**config.mk**
```make
export PLATFORM = sky130hd
export DESIGN_NAME = bp_me_cce_to_cache_dma
export DESIGN_NICKNAME = d
export VERILOG_FILES = /design/src/rtl/bp_me_pkg.sv /design/src/rtl/bp_me_dma_beat_sipo.sv /design/src/rtl/bp_me_cce_to_cache_dma.sv
export SDC_FILE = /design/constraint.sdc
export NUM_CORES = 2
export LEC_CHECK = 0
export BUFFER_PORTS_ARGS = -buffer_cell sky130_fd_sc_hd__buf_2
export CAP_MARGIN = 30
export CORE_AREA = 8 8 510 512
export CTS_CLUSTER_DIAMETER = 150
export CTS_CLUSTER_SIZE = 20
export DETAILED_ROUTE_END_ITERATION = 8
export DIE_AREA = 0 0 518 520
export GPL_TIMING_DRIVEN = 0
export HOLD_SLACK_MARGIN = 0.12
export SETUP_SLACK_MARGIN = 0.1
export SLEW_MARGIN = 15
export SYNTH_ARGS = -nofsm -noshare
export SYNTH_HDL_FRONTEND = slang
export SYNTH_SLANG_ARGS = --single-unit
export TNS_END_PERCENT = 10
```
**constraint.sdc**
```tcl
create_clock -name clk_i -period 3.9 [get_ports clk_i]
set_input_delay 0.39 -clock clk_i [delete_from_list [all_inputs] [get_ports clk_i]]
set_output_delay 0.39 -clock clk_i [all_outputs]
set_load 0.02 [all_outputs]
```
**src/rtl/bp_me_pkg.sv**
```systemverilog
// Shared types for the CCE-to-DMA bridge: message layouts, DMA packet and bridge FSM states.
// The message structs mirror the layouts the BlackParrot/bsg macros expand to for this config.
package bp_me_pkg;

    localparam int paddr_width_p     = 40;
    localparam int cce_block_width_p = 512;
    localparam int dword_width_p     = 64;
    localparam int lce_id_width_p    = 4;
    localparam int lce_assoc_p       = 8;

    localparam int block_size_in_words_lp = cce_block_width_p / dword_width_p;
    localparam int block_offset_width_lp  = $clog2(cce_block_width_p / 8);
    localparam int beat_cnt_width_lp      = $clog2(block_size_in_words_lp);
    localparam logic [beat_cnt_width_lp-1:0] last_beat_lp =
        beat_cnt_width_lp'(block_size_in_words_lp - 1);

    typedef enum logic [3:0] {
        e_cce_mem_rd    = 4'b0000,
        e_cce_mem_wr    = 4'b0001,
        e_cce_mem_uc_rd = 4'b0010,
        e_cce_mem_uc_wr = 4'b0011,
        e_cce_mem_pre   = 4'b0100
    } bp_cce_mem_cmd_type_e;

    typedef struct packed {
        logic [lce_id_width_p-1:0]      lce_id;
        logic [$clog2(lce_assoc_p)-1:0] way_id;
        logic [2:0]                     state;
    } bp_cce_mem_payload_s;

    typedef struct packed {
        logic [2:0]                size;
        bp_cce_mem_payload_s       payload;
        logic [paddr_width_p-1:0]  addr;
        logic [3:0]                msg_type;
    } bp_cce_mem_msg_header_s;

    typedef struct packed {
        logic [cce_block_width_p-1:0] data;
        bp_cce_mem_msg_header_s       header;
    } bp_cce_mem_msg_s;

    localparam int cce_mem_msg_width_lp = $bits(bp_cce_mem_msg_s);

    typedef struct packed {
        logic                     write_not_read;
        logic [paddr_width_p-1:0] addr;
    } bsg_cache_dma_pkt_s;

    localparam int bsg_cache_dma_pkt_width_lp = $bits(bsg_cache_dma_pkt_s);

    typedef enum logic [2:0] {
        e_dma_reset,
        e_dma_ready,
        e_dma_send_pkt,
        e_dma_send_data,
        e_dma_recv_data,
        e_dma_send_resp
    } bp_me_dma_state_e;

    // Everything that is not an explicit (cached or uncached) write is serviced as a read.
    function automatic logic is_write(input logic [3:0] msg_type);
        return (msg_type == e_cce_mem_wr) || (msg_type == e_cce_mem_uc_wr);
    endfunction

endpackage

```
**src/rtl/bp_me_dma_beat_sipo.sv**
```systemverilog
// Collects block_size_in_words_lp dword beats into a block buffer, word 0 first.
// done_o pulses combinationally with the handshake of the final beat.
module bp_me_dma_beat_sipo
    import bp_me_pkg::*;
(
    input  logic                         clk_i,
    input  logic                         reset_i,
    input  logic                         en_i,
    input  logic [dword_width_p-1:0]     data_i,
    input  logic                         v_i,
    output logic                         ready_o,
    output logic [cce_block_width_p-1:0] data_o,
    output logic                         done_o
);

    logic [beat_cnt_width_lp-1:0] count_q, count_d;
    logic [block_size_in_words_lp-1:0][dword_width_p-1:0] buf_q;
    logic fire;

    assign ready_o = en_i;
    assign fire    = en_i & v_i;
    assign done_o  = fire & (count_q == last_beat_lp);
    assign data_o  = buf_q;

    always_comb begin
        count_d = count_q;
        if (fire) begin
            count_d = (count_q == last_beat_lp) ? '0 : count_q + 1'b1;
        end
    end

    // NOTE: sequential state uses <= so every flop samples pre-edge values; the buffer is
    // cleared on reset as well so no stale block can ever be observed after an abort.
    always_ff @(posedge clk_i) begin
        if (reset_i) begin
            count_q <= '0;
            buf_q   <= '0;
        end else begin
            count_q <= count_d;
            if (fire) begin
                buf_q[count_q] <= data_i;
            end
        end
    end

endmodule

```
**src/rtl/bp_me_cce_to_cache_dma.sv**
```systemverilog
// Responder bridge: replays block CCE memory commands on a bsg_cache DMA interface.
// Optional BP_ME_CCE_TO_DMA_CMD_FIFO_EN adds a two-entry command FIFO ahead of the FSM.
module bp_me_cce_to_cache_dma
    import bp_me_pkg::*;
(
    input  logic                                  clk_i,
    input  logic                                  reset_i,

    input  logic [cce_mem_msg_width_lp-1:0]       mem_cmd_i,
    input  logic                                  mem_cmd_v_i,
    output logic                                  mem_cmd_ready_o,

    output logic [cce_mem_msg_width_lp-1:0]       mem_resp_o,
    output logic                                  mem_resp_v_o,
    input  logic                                  mem_resp_yumi_i,

    output logic [bsg_cache_dma_pkt_width_lp-1:0] dma_pkt_o,
    output logic                                  dma_pkt_v_o,
    input  logic                                  dma_pkt_yumi_i,

    output logic [dword_width_p-1:0]              dma_data_o,
    output logic                                  dma_data_v_o,
    input  logic                                  dma_data_yumi_i,

    input  logic [dword_width_p-1:0]              dma_data_i,
    input  logic                                  dma_data_v_i,
    output logic                                  dma_data_ready_o
);

    bp_me_dma_state_e state_q, state_d;
    bp_cce_mem_msg_s  cmd_q, cmd_d;
    logic [beat_cnt_width_lp-1:0] wr_cnt_q, wr_cnt_d;

    logic                            cmd_v;
    logic                            cmd_deq;
    logic [cce_mem_msg_width_lp-1:0] cmd_data;
    logic                            sipo_en;
    logic                            sipo_done;
    logic [cce_block_width_p-1:0]    sipo_data;
    logic                            cmd_is_write;
    logic [block_size_in_words_lp-1:0][dword_width_p-1:0] wr_words;
    bsg_cache_dma_pkt_s              pkt;
    bp_cce_mem_msg_s                 resp;

`ifdef BP_ME_CCE_TO_DMA_CMD_FIFO_EN
    logic [1:0][cce_mem_msg_width_lp-1:0] fifo_mem_q;
    logic                                 fifo_rd_q;
    logic [1:0]                           fifo_cnt_q;
    logic                                 fifo_enq;

    assign mem_cmd_ready_o = (state_q != e_dma_reset) && (fifo_cnt_q != 2'd2);
    assign fifo_enq        = mem_cmd_v_i & mem_cmd_ready_o;
    assign cmd_v           = (fifo_cnt_q != 2'd0);
    assign cmd_data        = fifo_mem_q[fifo_rd_q];

    always_ff @(posedge clk_i) begin
        if (reset_i) begin
            fifo_mem_q <= '0;
            fifo_rd_q  <= 1'b0;
            fifo_cnt_q <= 2'd0;
        end else begin
            // Write slot is the head when empty, the other slot when one entry is held.
            if (fifo_enq) begin
                fifo_mem_q[fifo_rd_q ^ fifo_cnt_q[0]] <= mem_cmd_i;
            end
            if (cmd_deq) begin
                fifo_rd_q <= ~fifo_rd_q;
            end
            fifo_cnt_q <= fifo_cnt_q + {1'b0, fifo_enq} - {1'b0, cmd_deq};
        end
    end
`else
    assign mem_cmd_ready_o = (state_q == e_dma_ready);
    assign cmd_v           = mem_cmd_v_i;
    assign cmd_data        = mem_cmd_i;
`endif

    assign cmd_is_write = is_write(cmd_q.header.msg_type);
    assign wr_words     = cmd_q.data;
    assign sipo_en      = (state_q == e_dma_recv_data);

    assign pkt = '{
        write_not_read: cmd_is_write,
        addr:           {cmd_q.header.addr[paddr_width_p-1:block_offset_width_lp],
                         {block_offset_width_lp{1'b0}}}
    };
    assign resp = '{
        data:   cmd_is_write ? {cce_block_width_p{1'b0}} : sipo_data,
        header: cmd_q.header
    };

    assign dma_pkt_o  = pkt;
    assign dma_data_o = wr_words[wr_cnt_q];
    assign mem_resp_o = resp;

    bp_me_dma_beat_sipo u_sipo (
        .clk_i   (clk_i),
        .reset_i (reset_i),
        .en_i    (sipo_en),
        .data_i  (dma_data_i),
        .v_i     (dma_data_v_i),
        .ready_o (dma_data_ready_o),
        .data_o  (sipo_data),
        .done_o  (sipo_done)
    );

    // NOTE: every output of this block is given a default up front so no path can infer a latch.
    always_comb begin
        state_d      = state_q;
        cmd_d        = cmd_q;
        wr_cnt_d     = wr_cnt_q;
        cmd_deq      = 1'b0;
        dma_pkt_v_o  = 1'b0;
        dma_data_v_o = 1'b0;
        mem_resp_v_o = 1'b0;

        case (state_q)
            e_dma_reset: state_d = e_dma_ready;
            e_dma_ready: begin
                if (cmd_v) begin
                    cmd_d   = cmd_data;
                    cmd_deq = 1'b1;
                    state_d = e_dma_send_pkt;
                end
            end
            e_dma_send_pkt: begin
                dma_pkt_v_o = 1'b1;
                if (dma_pkt_yumi_i) begin
                    state_d = cmd_is_write ? e_dma_send_data : e_dma_recv_data;
                end
            end
            e_dma_send_data: begin
                dma_data_v_o = 1'b1;
                if (dma_data_yumi_i) begin
                    if (wr_cnt_q == last_beat_lp) begin
                        wr_cnt_d = '0;
                        state_d  = e_dma_send_resp;
                    end else begin
                        wr_cnt_d = wr_cnt_q + 1'b1;
                    end
                end
            end
            e_dma_recv_data: begin
                if (sipo_done) begin
                    state_d = e_dma_send_resp;
                end
            end
            e_dma_send_resp: begin
                mem_resp_v_o = 1'b1;
                if (mem_resp_yumi_i) begin
                    state_d = e_dma_ready;
                end
            end
            default: state_d = e_dma_reset;
        endcase
    end

    always_ff @(posedge clk_i) begin
        if (reset_i) begin
            state_q  <= e_dma_reset;
            cmd_q    <= '0;
            wr_cnt_q <= '0;
        end else begin
            state_q  <= state_d;
            cmd_q    <= cmd_d;
            wr_cnt_q <= wr_cnt_d;
        end
    end

endmodule

```
Yosys cells after proc, flatten, opt, wreduce, memory -nomap -nowiden. Index checks and enable logic that the tools add are counted.

Bits in registers: 1090. Input port bits: 640. Output and inout bits: 679. Word-level logic and storage cells: 65.

Add/subtract/negate cells: 2. Order comparisons: 3. Equal/unequal tests: 15. Muxes and demuxes: 19. Bitwise logic cells: 2. Reductions and logical operators: 6.

Operator list (number): $bwmux W512 (1); $mux W512 (1); $bmux W64 S3 (1); $demux W64 S3 (1); $mux W64 (2); $mux W3 (9); $pmux W3 S6 (1); $eq A3 B3 Y1 const B (4); $ne A2 B2 Y1 const B (6); $lt A3 B4 Y1 const B (2); $add A3 B1 Y3 const B (2); $eq A3 B2 Y1 const B (2); $reduce_and A6 Y1 (1); $eq A4 B1 Y1 const B (1); $eq A4 B2 Y1 const B (1); $reduce_and A2 Y1 (2); $eq A3 B1 Y1 const B (1); $ge A3 B1 Y1 const B (1); $logic_not A3 Y1 (1); $mux W1 (3); $and A1 B1 Y1 (2); $logic_and A1 B1 Y1 (1); $logic_or A1 B1 Y1 (1).

Longest topological paths before layout.
Depth after elaboration: 5. Gate-level depth with buffers: 9. Depth with buffers taken out: 6.

Hierarchy. From an unflattened synthesis, not the netlist that was laid out.

Cell total of the unflattened synthesis: 5168. Area, all modules: 47917.2 um2.

By module, submodules not included: bp_me_cce_to_cache_dma (instances 1, cells each 3354, area an instance 27737.9 um2, seq. area each 11511.0 um2); bp_me_dma_beat_sipo (instances 1, cells each 1814, area an instance 20179.4 um2, seq. area each 10309.9 um2).

Worst setup path after synthesis. No wires, ideal clock.

Kind: flip-flop to output port. Start: register wr_cnt_q[0]. End: output dma_data_o[0]. Arrival: 1736 ps. Path slack: 1774 ps. Cell stages (with the launch flop): 6. Cells stage by stage: dfxtp_1 > clkbuf_1 > buf_2 > buf_2 > mux4_2 > mux2_2.

Cells in the longest elaborated chain, start to end: 2.

RTL lines: from (decl) (line bp_me_cce_to_cache_dma.sv:32) `logic [beat_cnt_width_lp-1:0] wr_cnt_q, wr_cnt_d;`; from (signal assigned) (line bp_me_cce_to_cache_dma.sv:166) `wr_cnt_q <= wr_cnt_d;`; $bmux W64 S3 (line bp_me_cce_to_cache_dma.sv:93) `assign dma_data_o = wr_words[wr_cnt_q];`; $mux W64 (implied by the code) (line bp_me_cce_to_cache_dma.sv:93); to (decl) (line bp_me_cce_to_cache_dma.sv:21) `output logic [dword_width_p-1:0] dma_data_o,`.

Every way passes these cells. The select of a mux whose other input is x is not followed.

Worst setup path in the final report.
Start: register wr_cnt_q[1]. End: output dma_data_o[32].

Same word-level chain as after synthesis.

==> results.py <==
metrics = {
    "critical_path": {
        "timing_worst_setup_path_type": "reg -> out",
        "critical_path_arrival_ns": 3.26,
        "cp.required_ns": 3.51,
        "cp-endpoint": "dma_data_o[32]",
        "crit-reg2reg-launch": "state_q[1]",
        "ff2ff_path_depth": 7,
        "crit_reg_reg_endpoint": "u_sipo.data_o[32]",
        "setup.reg_to_reg.worst_slack_ns": 0.74,
        "critPathLaunchType": "register",
        "critical_path_peak_fanout": 10,
        "cp-end-kind": "output pin",
        "critical_path.startpoint": "wr_cnt_q[1]",
    },
    "detailed_routing": {
        "number_of_nets_still_failing_antenna_checks_after_routing": 0,
        "post_drt_via_cell_ratio": 4.48,
        "vias": 49699,
        "dr.pass1.iters": 6,
        "detailedRoute.firstIterationViolations": 5408,
        "drt-total-wl_um": 294000,
        "wl_per_cell_um": 26.5,
        "drc_errors": 0,
    },
    "finish": {
        "areaGrowthSynthToFinish_pct": 42.6,
        "multi_input_comb_area_um2": 20900,
        "final_cell_count_no_fill": 11093,
        "post_route_cells_drive_above_1_share_pct": 24.4,
        "final.fill_count": 27585,
        "finalNetCount": 8295,
        "layout.area.seq_um2": 21800,
    },
    "cts": {
        "cts.repair_timing.setup_buffer_count": 0,
        "cts_made_buffers": 69,
        "tritoncts_clock_tree": "done",
        "insertion_delay_to_the_later_sink_of_the_worst_skew_pair_ns": 0.73,
        "cts_sinks": 1090,
        "cts.htree.levels": 3,
        "largest_buffer_count_on_any_clock_path": 3,
        "clk_root_buffer_cell": "sky130_fd_sc_hd__clkbuf_16",
        "clock_transition_at_the_register_clock_pins_on_the_worst_setup_and_hold_paths_after_cts_ns": 0.09,
    },
    "timing": {
        "tightestPinTransition_ns": 1.07,
        "finalClockSkew_ns": 0.0642,
        "setup_slack_ns": 0.254,
        "report.final.hold_viol_count": 0,
        "slew-limit-headroom_pct": 28.3,
        "rsz_0062_raised_after_global_routing": "yes",
        "finalMaxSlewViolations": 0,
        "tcrit_tclk_final_pct": 93.5,
        "period_needed_ns": 3.65,
        "timing.fmax_mhz": 274,
        "setup_viol": 0,
    },
    "logic_synthesis": {
        "synth_top_flop_cell": "sky130_fd_sc_hd__dfxtp_1",
        "yosysWarnings": 0,
        "synth.yosys.seq_area_share_pct": 47.8,
        "count_of_flip_flops_with_a_built_in_enable_after_synthesis": 0,
        "syn-cell-area_um2": 45600,
        "ys_types": 40,
        "postSynth.asyncResetShare_pct": 0,
        "synth-seq-cells": 1090,
        "synthesis.instances": 5668,
        "synth.avg_cell_area_um2": 8.05,
    },
    "global_routing": {
        "global_route_total_usage_across_every_layer_pct": 20.5,
        "global_route.overflow_total": 0,
        "grt_pass1_wl_um": 391000,
        "grt_start_max_net_pins": 21,
        "antenna_found_initial": 120,
        "first_global_vias": 47730,
    },
    "die": {
        "initial_utilization_pct": 18.1,
        "dieArea_um2": 269000,
        "rows": 185,
        "core_area_um2": 252000,
        "dieHeight_um": 520,
        "die_w_um": 518,
        "boundaryPins": 1319,
    },
    "place": {
        "gp_congestion": 0.939,
        "post-place-cells": 10308,
        "hpwlAfterDp_um": 236000,
        "port_buffers": 1247,
        "dp_slack_ns": 0.307,
    },
    "run": {
        "cap_viol_max_count": 0,
    },
    "power": {
        "p_per_area_nw_per_um2": 359,
        "p_total_mw": 23.3,
        "total_leakage_power_nw": 25.9,
        "ir_drop_uv": 299,
    },
    "worst_hold_path": {
        "timing.hold.worst.class": "in -> reg",
    },
    "status": {
        "status": "complete, no violations",
    },
}
sequential cells by signal, summed over array words and instances (netlist names):
| signal | cells |
|---|---|
| u_sipo.data_o | 512 |
| state_q | 3 |
| dma_pkt_o | 34 |
| wr_words | 512 |
| mem_resp_o | 23 |
| u_sipo.count_q | 3 |
| wr_cnt_q | 3 |
placed cells by master, fill, tap and decap left out, types with 4 or more instances in the layout:
master / netlist / layout
sky130_fd_sc_hd__ha_1: 4 / 4
sky130_fd_sc_hd__buf_4: 128 / 130
sky130_fd_sc_hd__buf_2: 129 / 1374
sky130_fd_sc_hd__clkbuf_2: 0 / 21
sky130_fd_sc_hd__clkbuf_16: 0 / 69
sky130_fd_sc_hd__nor2_1: 6 / 6
sky130_fd_sc_hd__clkbuf_1: 270 / 248
sky130_fd_sc_hd__and2_1: 514 / 514
sky130_fd_sc_hd__buf_6: 25 / 32
sky130_fd_sc_hd__dfxtp_1: 1090 / 1090
sky130_fd_sc_hd__dlygate4sd3_1: 0 / 636
sky130_fd_sc_hd__buf_8: 0 / 13
sky130_fd_sc_hd__mux2_2: 64 / 64
sky130_fd_sc_hd__a21oi_1: 1088 / 1088
sky130_fd_sc_hd__nand2_1: 2172 / 2172
sky130_fd_sc_hd__conb_1: 1 / 6
sky130_fd_sc_hd__clkinv_8: 0 / 5
sky130_fd_sc_hd__diode_2: 0 / 60
sky130_fd_sc_hd__clkbuf_4: 0 / 4
sky130_fd_sc_hd__mux4_2: 128 / 128
final cells by class:
cell class | count | share of cell area (%)
flip-flops and latches | 1090 | 33.6
multi-input cells | 4022 | 32.1
repair buffers | 1907 | 20.0
well taps | 3366 | 6.48
plain buffers | 556 | 4.56
clock buffers | 71 | 2.67
clock inverters | 16 | 0.437
diodes | 60 | 0.231
inverters | 5 | 0.0289
per-stage QoR:
stage                     TNS, ns  hold WS (ns)  cell area, um2  utilization (%)
after floorplan                 0         0.432           45600                -
after global placement    -154.39         0.437           56100             22.2
after detailed placement        0         0.442           56500             22.4
after CTS                       0         0.129           64900             25.7
after global routing            0         0.171           65000             25.8
final                           0         0.237           65000             25.8
worst max-delay path: stages (launching register included):
cell and delay (ns):
sky130_fd_sc_hd__dfxtp_1 0.44, sky130_fd_sc_hd__clkbuf_1 0.42, sky130_fd_sc_hd__buf_6 0.24, sky130_fd_sc_hd__clkbuf_1 0.50, sky130_fd_sc_hd__mux4_2 0.45, sky130_fd_sc_hd__mux2_2 0.33, sky130_fd_sc_hd__buf_2 0.17
cell usage after synthesis (2+ instances only):
master | count | area [um2]
sky130_fd_sc_hd__nand4_2 | 2 | 25.0
sky130_fd_sc_hd__and3_1 | 3 | 18.8
sky130_fd_sc_hd__or4_1 | 2 | 15.0
sky130_fd_sc_hd__nor3_4 | 2 | 32.5
sky130_fd_sc_hd__a21oi_1 | 1088 | 5450
sky130_fd_sc_hd__buf_4 | 128 | 961
sky130_fd_sc_hd__nand3b_1 | 2 | 15.0
sky130_fd_sc_hd__and4_1 | 2 | 17.5
sky130_fd_sc_hd__buf_1 | 4 | 15.0
sky130_fd_sc_hd__nand3_1 | 3 | 15.0
sky130_fd_sc_hd__buf_2 | 129 | 646
sky130_fd_sc_hd__nand2b_1 | 2 | 12.5
sky130_fd_sc_hd__mux2_2 | 64 | 721
sky130_fd_sc_hd__nor2_1 | 6 | 22.5
sky130_fd_sc_hd__buf_6 | 25 | 282
sky130_fd_sc_hd__nor2b_1 | 3 | 18.8
sky130_fd_sc_hd__dfxtp_1 | 1090 | 21800
sky130_fd_sc_hd__ha_1 | 4 | 50.1
sky130_fd_sc_hd__and2_1 | 514 | 3220
sky130_fd_sc_hd__inv_1 | 3 | 11.3
sky130_fd_sc_hd__or3_1 | 3 | 18.8
sky130_fd_sc_hd__nor4_4 | 2 | 42.5
sky130_fd_sc_hd__mux4_2 | 128 | 2880
sky130_fd_sc_hd__clkbuf_1 | 270 | 1010
sky130_fd_sc_hd__nand2_1 | 2172 | 8150
sky130_fd_sc_hd__or3b_2 | 3 | 26.3
timing repair:
| item | in CTS | in global routing |
|---|---|---|
| pin swaps | 0 | 0 |
| hold endpoints to repair | 1084 | 0 |
| hold buffers | 636 | 0 |
| resized for setup | 14 | 1 |
| endpoints found under the setup margin | 364 | 2 |
power breakdown:
group          total (mW)  switching [mW]  internal (mW)
sequential           11.8           0.287           11.5
clock                7.85            4.52           3.33
combinational        3.67            2.32           1.35
worst min-delay path by stage:
stage	startpoint	to	slack (ns)	cells past startpoint
after global placement	u_sipo.data_o[340]	u_sipo.data_o[340]	0.44	2
after CTS	dma_data_v_i	state_q[0]	0.13	5
after detailed placement	u_sipo.data_o[299]	u_sipo.data_o[299]	0.44	2
after global routing	dma_data_v_i	state_q[0]	0.17	5
after floorplan	u_sipo.data_o[0]	u_sipo.data_o[0]	0.43	2
final	dma_data_v_i	state_q[0]	0.24	5
kinds of logic (layout without fill, tap and decap cells):
logic type	Yosys count	after routing	synth area share (%)
multiplexers	193	193	7.92
AO/OA/AOI/OAI	1094	1094	12.1
other	1	66	0.00822
buffers and inverters	561	2555	6.43
flip-flops	1090	1090	47.8
AND/OR/NAND/NOR	2725	2725	25.6
adder cells (fa/ha/maj)	4	4	0.110
per-layer routing:
layer	vias to the layer above	part of all wire [%]	track usage, %
met5	-	0.077	0
met2	3071	46	33.7
li1	22256	-	-
met3	792	8.9	5.07
met4	36	7.2	12.3
met1	23544	38	24.1
No activity file was read; power rests on OpenSTA's default activity.
